$ cat config.mk
export PLATFORM = sky130hd
export DESIGN_NAME = seq_divider_8x4
export DESIGN_NICKNAME = d
export VERILOG_FILES = /design/src/rtl/divider_pkg.sv /design/src/rtl/seq_divider_8x4.sv
export SDC_FILE = /design/constraint.sdc
export NUM_CORES = 1
export LEC_CHECK = 0
export ABC_CLOCK_PERIOD_IN_PS = 2800
export BUFFER_PORTS_ARGS = -buffer_cell sky130_fd_sc_hd__buf_4
export CORE_MARGIN = 5
export CORE_UTILIZATION = 59
export DETAILED_ROUTE_END_ITERATION = 10
export PLACE_DENSITY = 0.86
export SETUP_SLACK_MARGIN = 0.15
export SYNTH_ARGS = -nofsm -noshare
export SYNTH_HDL_FRONTEND = slang
export SYNTH_SLANG_ARGS = --single-unit
$ cat constraint.sdc
create_clock -name clk -period 2.8 [get_ports clk]
set_input_delay 0.56 -clock clk [delete_from_list [all_inputs] [get_ports clk]]
set_output_delay 0.56 -clock clk [all_outputs]
set_load 0.03 [all_outputs]
$ cat src/rtl/divider_pkg.sv
// Shared definitions for the sequential restoring divider.
// Default operand widths, FSM state encoding and counter width.
package divider_pkg;

    localparam int DW_DEF = 8;
    localparam int VW_DEF = 4;
    localparam int CNT_W  = $clog2(DW_DEF);

    typedef enum logic {
        IDLE = 1'b0,
        RUN  = 1'b1
    } state_t;

endpackage

$ cat src/rtl/seq_divider_8x4.sv
// Purpose: unsigned restoring divider, DW-bit dividend by VW-bit divisor, one quotient bit per clock.
// Latency: done pulses DW cycles after the accepting edge; 1 cycle for a zero divisor.
// Backpressure: start is only sampled in IDLE; start and operand changes while busy are ignored.
module seq_divider_8x4
    import divider_pkg::*;
#(
    parameter int DW = DW_DEF,
    parameter int VW = VW_DEF
) (
    input  logic          clk,
    input  logic          rst_n,
    input  logic          start,
    input  logic [DW-1:0] dividend,
    input  logic [VW-1:0] divisor,
    output logic          busy,
    output logic          done,
    output logic [DW-1:0] quotient,
    output logic [VW-1:0] remainder,
    output logic          div_by_zero
);

    // Never narrower than the package default so DW=1 still gets a usable counter.
    localparam int CW = ($clog2(DW) > CNT_W) ? $clog2(DW) : CNT_W;

    state_t          state, state_nxt;
    logic [DW-1:0]   shreg;
    logic [VW:0]     rem;
    logic [VW-1:0]   dvsr;
    logic [CW-1:0]   cnt;

    logic            accept;
    logic            finish;
    logic            zero_div;

    logic [VW:0]     shifted;
    logic [VW+1:0]   trial_w;
    logic            q_bit;
    logic [VW:0]     rem_nxt;
    logic [DW:0]     shreg_ext;
    logic [DW-1:0]   shreg_nxt;

    // A set rem MSB means the shifted value exceeds any divisor, so subtraction always succeeds.
    always_comb begin
        shifted   = {rem[VW-1:0], shreg[DW-1]};
        trial_w   = {1'b0, shifted} - {2'b00, dvsr};
        q_bit     = rem[VW] | ~trial_w[VW+1];
        rem_nxt   = q_bit ? trial_w[VW:0] : shifted;
        shreg_ext = {shreg, q_bit};
        shreg_nxt = shreg_ext[DW-1:0];
    end

    always_ff @(posedge clk or negedge rst_n) begin
        if (!rst_n) begin
            state <= IDLE;
        end else begin
            state <= state_nxt;
        end
    end

    always_comb begin
        state_nxt = state;
        accept    = 1'b0;
        finish    = 1'b0;
        zero_div  = 1'b0;
        case (state)
            IDLE: begin
                if (start) begin
                    if (divisor == '0) begin
                        zero_div = 1'b1;
                    end else begin
                        accept    = 1'b1;
                        state_nxt = RUN;
                    end
                end
            end
            RUN: begin
                if (cnt == '0) begin
                    finish    = 1'b1;
                    state_nxt = IDLE;
                end
            end
            default: state_nxt = IDLE;
        endcase
    end

    assign busy = (state == RUN);

    always_ff @(posedge clk or negedge rst_n) begin
        if (!rst_n) begin
            shreg       <= '0;
            rem         <= '0;
            dvsr        <= '0;
            cnt         <= '0;
            done        <= 1'b0;
            quotient    <= '0;
            remainder   <= '0;
            div_by_zero <= 1'b0;
        end else begin
            done <= finish | zero_div;
            if (accept) begin
                shreg <= dividend;
                dvsr  <= divisor;
                rem   <= '0;
                cnt   <= CW'(DW - 1);
            end else if (state == RUN) begin
                shreg <= shreg_nxt;
                rem   <= rem_nxt;
                cnt   <= cnt - 1'b1;
            end
            if (finish) begin
                quotient    <= shreg_nxt;
                remainder   <= rem_nxt[VW-1:0];
                div_by_zero <= 1'b0;
            end else if (zero_div) begin
                quotient    <= '1;
                remainder   <= '1;
                div_by_zero <= 1'b1;
            end
        end
    end

endmodule
---- Word-level counts from Yosys, hierarchy flattened ----
Index checks and enable logic that the tools add are counted.
word-level totals
  input port bits ......................... 15
  word-level logic and storage cells ...... 42
  flip-flop bits (word level) ............. 35
operators by class
  add/sub/neg operators ................... 2
  bitwise gates (word level) .............. 4
  reductions and logical operators ........ 4
  muxes and demuxes ....................... 23
operators by type and width
  cell                                               count
  two-way mux 8 bit                                  4
  two-way mux 5 bit                                  3
  two-way mux 1 bit                                  11
  two-way mux 4 bit                                  2
  two-way mux 3 bit                                  2
  subtractor 5 x 4 -> 6 bit                          1
  logical NOT 4 bit                                  1
  nonzero test 2 bit                                 2
  logical NOT 3 bit                                  1
  subtractor 3 x 1 -> 3 bit (second input constant)  1
  inverter 1 bit                                     2
  bitwise OR 1 bit                                   2
  one-hot mux 1 bit (2 select lines)                 1

---- Logic depth before layout (Yosys ltp) ----
Gate-level depths: netlist of run 1.
  depth after elaboration ................. 6
  depth in mapped cells ................... 8
  gate-level depth less buffers ........... 8

---- Worst setup path before layout of run 1 ----
OpenSTA, ideal clock, no wires.
  kind .................................... input to register
  start point ............................. input divisor[1]
  end point ............................... register dvsr[0]
  stages on the path ...................... 4
  arrival ................................. 1682 ps
  setup time .............................. 125 ps
  path slack .............................. 993 ps
  required time ........................... 2675 ps
  path through ............................ or4_4 -> nor2b_1 -> buf_6 -> mux2_4
between the ends
  longest elaborated chain between the ends .. 4
RTL lines
  what                  RTL line                RTL
  start, declared       seq_divider_8x4.sv:14   input logic [VW-1:0] divisor,
  logical NOT 4 bit     seq_divider_8x4.sv:68   if (divisor == '0) begin
  two-way mux 1 bit     seq_divider_8x4.sv:68
  two-way mux 1 bit     seq_divider_8x4.sv:67   if (start) begin
  two-way mux 1 bit     seq_divider_8x4.sv:65   case (state)
  end signal, assigned  seq_divider_8x4.sv:102  dvsr <= divisor;
  end, declared         seq_divider_8x4.sv:28   logic [VW-1:0] dvsr;
No other way between the ends.
A chain may end at the register's enable or synchronous reset.

---- Final worst setup path of run 1 ----
  start point ............................. register rem[0]
  end point ............................... register remainder[0]
between the ends
  longest elaborated chain between the ends .. 5
RTL lines
  what                       RTL line                RTL
  start, declared            seq_divider_8x4.sv:27   logic [VW:0] rem;
  start signal, assigned     seq_divider_8x4.sv:107  rem <= rem_nxt;
  subtractor 5 x 4 -> 6 bit  seq_divider_8x4.sv:45   trial_w = {1'b0, shifted} - {2'b00, dvsr};
  inverter 1 bit             seq_divider_8x4.sv:46   q_bit = rem[VW] | ~trial_w[VW+1];
  bitwise OR 1 bit           seq_divider_8x4.sv:46
  two-way mux 5 bit          seq_divider_8x4.sv:47   rem_nxt = q_bit ? trial_w[VW:0] : shifted;
  two-way mux 4 bit          seq_divider_8x4.sv:110  if (finish) begin
  end signal, assigned       seq_divider_8x4.sv:112  remainder <= rem_nxt[VW-1:0];
  end, declared              seq_divider_8x4.sv:18   output logic [VW-1:0] remainder,
No other way between the ends.

==> impl_metrics.ini, run 1 <==
[status]
status = finished clean

[layout]
fillCellCount = 198
area_delta_synth_final_pct = 19.6
antenna_cells = 0
final_common_cell = dfrtp_1
drive_gt1_frac = 0.234
finish.utilization = 0.733
final_cell_mix = dfrtp_1 (35), buf_4 (30), nand2_1 (20), o21ai_0 (17), mux2i_1 (8)
nNetsFinal = 209

[power]
swShare = 0.430
power.share.clock = 0.163
p_sw_mw = 1.22
power_frac_comb = 0.503
p_int_mw = 1.62
cellPowerDensity_nw_per_um2 = 1420
irDropWorstVdd_mv = 0.932
sequentialPowerShare = 0.334
leakagePower_nw = 0.905

[routing]
wirelength_um = 3770
drc = 0
dr.first_iter.drc_count = 104
drtPass1Iterations = 6
viasPerCell = 6.17
routedWlPerCell_um = 17.2
num_vias = 1351
ant_nets = 0

[placed_design]
place_congestion = 0.890
hpwl_um = 2730
dp_worst_setup_slack_ns = 0.628
io_buffers = 29

[clocking]
cts.htree.levels = 2
ctsResizeCount = 0
cts_root_buffer = clkbuf_4
clk_path_buf_depth = 2
insertion_delay_ns = 0.35
hold_buffers = 0
cts_inserted_buffers = 5
cts_setup_buffers = 0
cts_sinks = 35
cts.reportedPaths.clkPinSlew_ns = 0.13
tritoncts = yes

[synth]
synth_top_area_frac = 0.523
synth_area_per_cell_um2 = 10.7
yosysUniqueCellTypes = 38
synthFlopType = dfrtp_1
synth-seq-cells = 35
synth-edff-count = 0
ys_seq_area_frac = 0.523
async_flop_share = 1.00
synth_cells = 157
yosys.area.top_type = dfrtp_1
synth_fp_nets = 179
netlist_area_um2 = 1680
synth_warnings = 0
synth.area.top_cells = dfrtp_1 (52%), o21ai_0 (5.1%), mux2i_1 (4.8%)

[die]
die-area_um2 = 4000
core-area_um2 = 2730
pin_count = 30
row_count = 19
die_x_um = 63.3
initial_utilization = 0.613
fp.dieH_um = 63.3

[timing]
timing.slew.headroom = 0.478
finalSetupViolCount = 0
finClkSkew_ns = 0.0169
fin_tns_setup_ns = 0
rsz0062_at_grt = false
timing.fmax_mhz = 478
period_share = 0.747
worstMarginPinSlew_ns = 0.777
finalHoldViolCount = 0
layout_min_cycle_time_ns = 2.09
fin_ws_ns = 0.708
slew_viol_final = 0

[global_routing]
grt.met2_usage = 0.332
grt_start_max_net_pins = 36
met1_usage = 0.254
globalRouteOverflowTotal = 0
grt_pass1_wl_um = 6370
grt_busiest_layer = met2
antenna_found_initial = 0
grtUsageTotal = 0.201
met3_usage = 0.0657
grt_pass1_vias = 1341

[setup_path]
cp_data_required_time_ns = 3.03
end_kind = register
crit_type = register to register
critPathMaxStageDelay_ns = 0.52
crit_fanout = 8
r2r_slack_ns = 0.71
path_cells = ha_1 > nor2b_1 > o31ai_2 > a21oi_1 > o32a_1
worstSetupStartpointType = register
worstPathArrival_ns = 2.33
cp_slowest_cell = o31ai_2

[min_path]
hold_class = primary input to asynchronous set/reset pin

[run]
cap_violations = 0
## per-stage QoR
step	area, um2	hold slack [ns]	power, mW	instances
finish	2000	0.135	2.84	219
global route	2000	0.159	3.02	219
CTS	2000	0.149	2.83	219
detailed placement	1900	0.479	2.37	211
global placement	1900	0.473	2.27	211
floorplan	1680	0.264	1.94	157
## path summary, 6_finish.rpt
path | start | endpoint | cells past startpoint
min | rst_n | quotient[6] | 1
min in group clk | divisor[3] | dvsr[3] | 3
max | rem[0] | remainder[0] | 5
min reg2reg | quotient[7] | quotient[7] | 1
max in group asynchronous | rst_n | busy | 1
max reg2reg | rem[0] | remainder[0] | 5
## cells by family after synthesis
logic type / synth area share
flops: 0.523
simple gates: 0.125
mux: 0.0568
buf+inv: 0.0403
fa+ha+maj: 0.0568
xor+xnor: 0.0157
compound gates: 0.182
## layer usage
layer	up-vias	wire length (um)
met1	648	1500
met5	-	0
met4	0	58
met2	73	1940
li1	620	-
met3	10	275
## critical path, delay by kind of cell, from the launching register on
| kind | cells | cell delay, ns |
|---|---|---|
| adders and majority gates | 1 | 0.32 |
| DFF | 1 | 0.46 |
| and+or+nand+nor | 1 | 0.16 |
| AOI/OAI and AO/OA | 3 | 1.04 |
## cells in the mapped netlist, types with 2 or more instances
| cell type | count |
|---|---|
| nand3_1 | 3 |
| nor3_1 | 2 |
| nand2_1 | 20 |
| nand2b_1 | 2 |
| mux2i_1 | 8 |
| a31oi_1 | 2 |
| o22a_1 | 7 |
| dfrtp_1 | 35 |
| or3_1 | 2 |
| nor2_1 | 7 |
| nand4_1 | 2 |
| xor2_1 | 2 |
| a22oi_1 | 2 |
| clkbuf_1 | 5 |
| ha_1 | 6 |
| a21oi_1 | 4 |
| inv_1 | 7 |
| nor2b_1 | 2 |
| o211ai_1 | 3 |
| buf_6 | 2 |
| o21ai_0 | 17 |
## power by group through the flow
stage	sequential [mW]	combinational, mW	clock (mW)
final	0.950	1.43	0.462
after global routing	0.990	1.53	0.494
after CTS	0.949	1.42	0.464
after detailed placement	0.958	1.41	0
after global placement	0.937	1.33	0
after floorplan	1.09	0.847	0
## final cells by class
type / count / area, um2 / share of cell area
sequential: 35 / 876 / 0.437
inverter: 7 / 26.3 / 0.0131
multi-input combinational: 108 / 732 / 0.365
tap: 31 / 38.8 / 0.0194
clock buffer: 5 / 37.5 / 0.0187
clock inverter: 3 / 67.6 / 0.0337
timing repair buffer: 30 / 225 / 0.112
## flip-flops by register name, summed over array words and instances (netlist names)
| name | cells |
|---|---|
| remainder | 4 |
| rem | 5 |
| done | 1 |
| busy | 1 |
| dvsr | 4 |
| shreg | 8 |
| quotient | 8 |
| cnt | 3 |
| div_by_zero | 1 |
No activity file was read; power rests on OpenSTA's default activity.
==> inputs of run 2 (changes only) <==
--- a/config.mk
+++ b/config.mk
@@ -5,12 +5,13 @@
 export SDC_FILE = /design/constraint.sdc
 export NUM_CORES = 1
 export LEC_CHECK = 0
-export ABC_CLOCK_PERIOD_IN_PS = 2800
+export ABC_AREA = 1
+export ABC_CLOCK_PERIOD_IN_PS = 1700
 export BUFFER_PORTS_ARGS = -buffer_cell sky130_fd_sc_hd__buf_4
 export CORE_MARGIN = 5
-export CORE_UTILIZATION = 59
+export CORE_UTILIZATION = 49
 export DETAILED_ROUTE_END_ITERATION = 10
-export PLACE_DENSITY = 0.86
+export PLACE_DENSITY = 0.76
 export SETUP_SLACK_MARGIN = 0.15
 export SYNTH_ARGS = -nofsm -noshare
 export SYNTH_HDL_FRONTEND = slang
==> constraint.sdc (replaced) <==
create_clock -name clk -period 1.7 [get_ports clk]
set_input_delay 0.34 -clock clk [delete_from_list [all_inputs] [get_ports clk]]
set_output_delay 0.34 -clock clk [all_outputs]
set_load 0.03 [all_outputs]
==> run 2 against run 1 <==
  * Via count up 3.6%
  * Highest routed layer unchanged
  * Sequential cell count unchanged
  * Die area increased by 21%
  * Clock power grew 30%
  * Setup slack got worse by 0.58 ns
  * Sequential share of layout area shrank 3.1 points
  * Routed wire length rose by 3.8%
  * Final cell count increased by 24%
==> impl_metrics.ini, run 2 <==
[status]
status = finished clean

[routing]
drtPass1Iterations = 4
num_vias = 1400
drc = 0
routed.top_layer = met4
wl_met1_um = 1610
dr.first_iter.drc_count = 169
routedWlPerCell_um = 14.4
ant_nets = 0
viasPerCell = 5.15
routed-wl-met3_um = 211
wirelength_um = 3920
wl_met2_um = 1970

[timing]
rsz0062_at_grt = true
fin_tns_setup_ns = 0
slew_viol_final = 0
finalHoldViolCount = 0
timing.slew.headroom = 0.706
fin_ws_ns = 0.128
finalSetupViolCount = 0
timing.fmax_mhz = 636
finClkSkew_ns = 0.00715
worstMarginPinSlew_ns = 0.441
period_share = 0.925
layout_min_cycle_time_ns = 1.57
fin_hold_ws_ns = 0.214

[synth]
synth_fp_nets = 209
synth-seq-cells = 35
synth_cells = 187
yosysMostFrequentCell = nand2_1
netlist_area_um2 = 1740
synth_warnings = 0
synth.area.top_cells = dfrtp_1 (50%), nand2_1 (9.5%), nand3_1 (6.6%)
yosys.area.top_type = dfrtp_1
synth_commonest_cells = nand2_1 (44), dfrtp_1 (35), inv_1 (23), nand3_1 (23)
synth-edff-count = 0
synthFlopType = dfrtp_1
yosysUniqueCellTypes = 30
ys_seq_area_frac = 0.503
async_flop_share = 1.00
synth_top_area_frac = 0.503
synth_area_per_cell_um2 = 9.31

[layout]
finish.utilization = 0.639
area_delta_synth_final_pct = 24.4
final_cell_mix = nand2_1 (43), buf_4 (36), dfrtp_1 (32), inv_1 (20), nand3_1 (20)
stdcell_count = 272
antenna_cells = 0
final_common_cell = nand2_1
reg_top3 = quotient: 8 flops, shreg: 8 flops, rem: 5 flops
nNetsFinal = 247
final_area_um2 = 2160
drive_gt1_frac = 0.327

[placed_design]
dp_worst_setup_slack_ns = 0.0196
place_congestion = 0.911
post_dp_cell_area_um2 = 1980
place_inst = 258
hpwl_um = 2610
io_buffers = 29

[die]
row_count = 21
pin_count = 30
die-area_um2 = 4840
fp.dieH_um = 69.6
initial_utilization = 0.513
core-area_um2 = 3390
die_x_um = 69.6

[power]
leakagePower_nw = 1.07
cellPowerDensity_nw_per_um2 = 2360
swShare = 0.456
power_frac_comb = 0.587
sequentialPowerShare = 0.296
power.share.clock = 0.117
p_int_mw = 2.79
total_power_mw = 5.12
irDropWorstVdd_mv = 0.859
p_sw_mw = 2.33

[setup_path]
r2r-start = shreg[7]
cp-endpoint = rem[4]
worstSetupStartpointType = register
crit_start = shreg[7]
cp_data_required_time_ns = 1.94
r2r-end = rem[4]
path_cells = inv_2 > ha_4 > inv_2 > fa_2 > nand3_2 > nand3_2 > xor2_1 > o21ai_2
crit_type = register to register
critPathMaxStageDelay_ns = 0.42
cp_slowest_cell = dfrtp_1
end_kind = register
worstPathArrival_ns = 1.81
rr_worst_depth = 8
r2r_slack_ns = 0.13
crit_fanout = 2

[clocking]
clk_path_buf_depth = 2
cts_root_buffer = clkbuf_4
insertion_delay_ns = 0.34
cts.htree.levels = 2
cts.reportedPaths.clkPinSlew_ns = 0.11
tritoncts = yes
cts_inserted_buffers = 5
cts_sinks = 35

[global_routing]
antenna_found_initial = 0
globalRouteOverflowTotal = 0
grt_pass1_vias = 1464
grtUsageTotal = 0.182
grt_pass1_wl_um = 6880
grt_start_max_net_pins = 36

[min_path]
min_from = dividend[5]
hold_class = primary input to register

[run]
cap_violations = 0
-- run 2: repair_timing --
action,4_1_cts,5_1_grt
buffers inserted,2,3
resized for setup,12,6
endpoints found under the hold margin,35,0
endpoints found under the setup margin,11,11
pin swaps,6,1
hold buffers,1,0
-- run 2: kinds of logic (layout without fill, tap and decap cells) --
| group | count (synthesis) | in the layout | share of synthesized area |
|---|---|---|---|
| adders and majority gates | 7 | 7 | 0.0546 |
| buffers and inverters | 32 | 71 | 0.0913 |
| AOI/OAI and AO/OA | 24 | 24 | 0.0899 |
| and+or+nand+nor | 86 | 86 | 0.246 |
| xor gates and xnor gates | 3 | 3 | 0.0151 |
| DFF | 35 | 35 | 0.503 |
-- run 2: final cells by class --
type | instances | area [um2]
fillers | 285 | 1220
flip-flops and latches | 35 | 880
multi-input cells | 120 | 762
repair buffers | 37 | 280
inverters | 26 | 104
well taps | 46 | 57.6
clock inverters | 3 | 43.8
clock buffers | 5 | 37.5
-- run 2: layer usage --
layer / track usage / vias up
met5: 0 / -
met4: 0.0868 / 0
met3: 0.0536 / 12
met2: 0.302 / 39
met1: 0.213 / 674
li1: - / 675
-- run 2: worst max-delay path, delay by kind of cell (launching register included) --
family	cells	cell delay, ns
XOR/XNOR	1	0.19
buffers and inverters	2	0.12
adder cells (fa/ha/maj)	2	0.52
AND/OR/NAND/NOR	2	0.15
AO/OA/AOI/OAI	1	0.06
flip-flops	1	0.42
-- run 2: how the worst min path moves through the flow --
stage,to,slack [ns],depth (start not counted)
after global placement,dvsr[2],0.32,1
after detailed placement,dvsr[2],0.32,1
after floorplan,busy,0.04,0
final,shreg[5],0.21,3
after CTS,shreg[5],0.20,3
after global routing,shreg[5],0.20,3
-- run 2: power groups by stage --
stage | registers (mW) | clock network (mW) | logic (mW)
global placement | 1.52 | 0 | 2.52
global route | 1.57 | 0.655 | 3.33
finish | 1.52 | 0.600 | 3.00
CTS | 1.51 | 0.612 | 2.83
floorplan | 1.78 | 0 | 1.65
detailed placement | 1.54 | 0 | 2.58
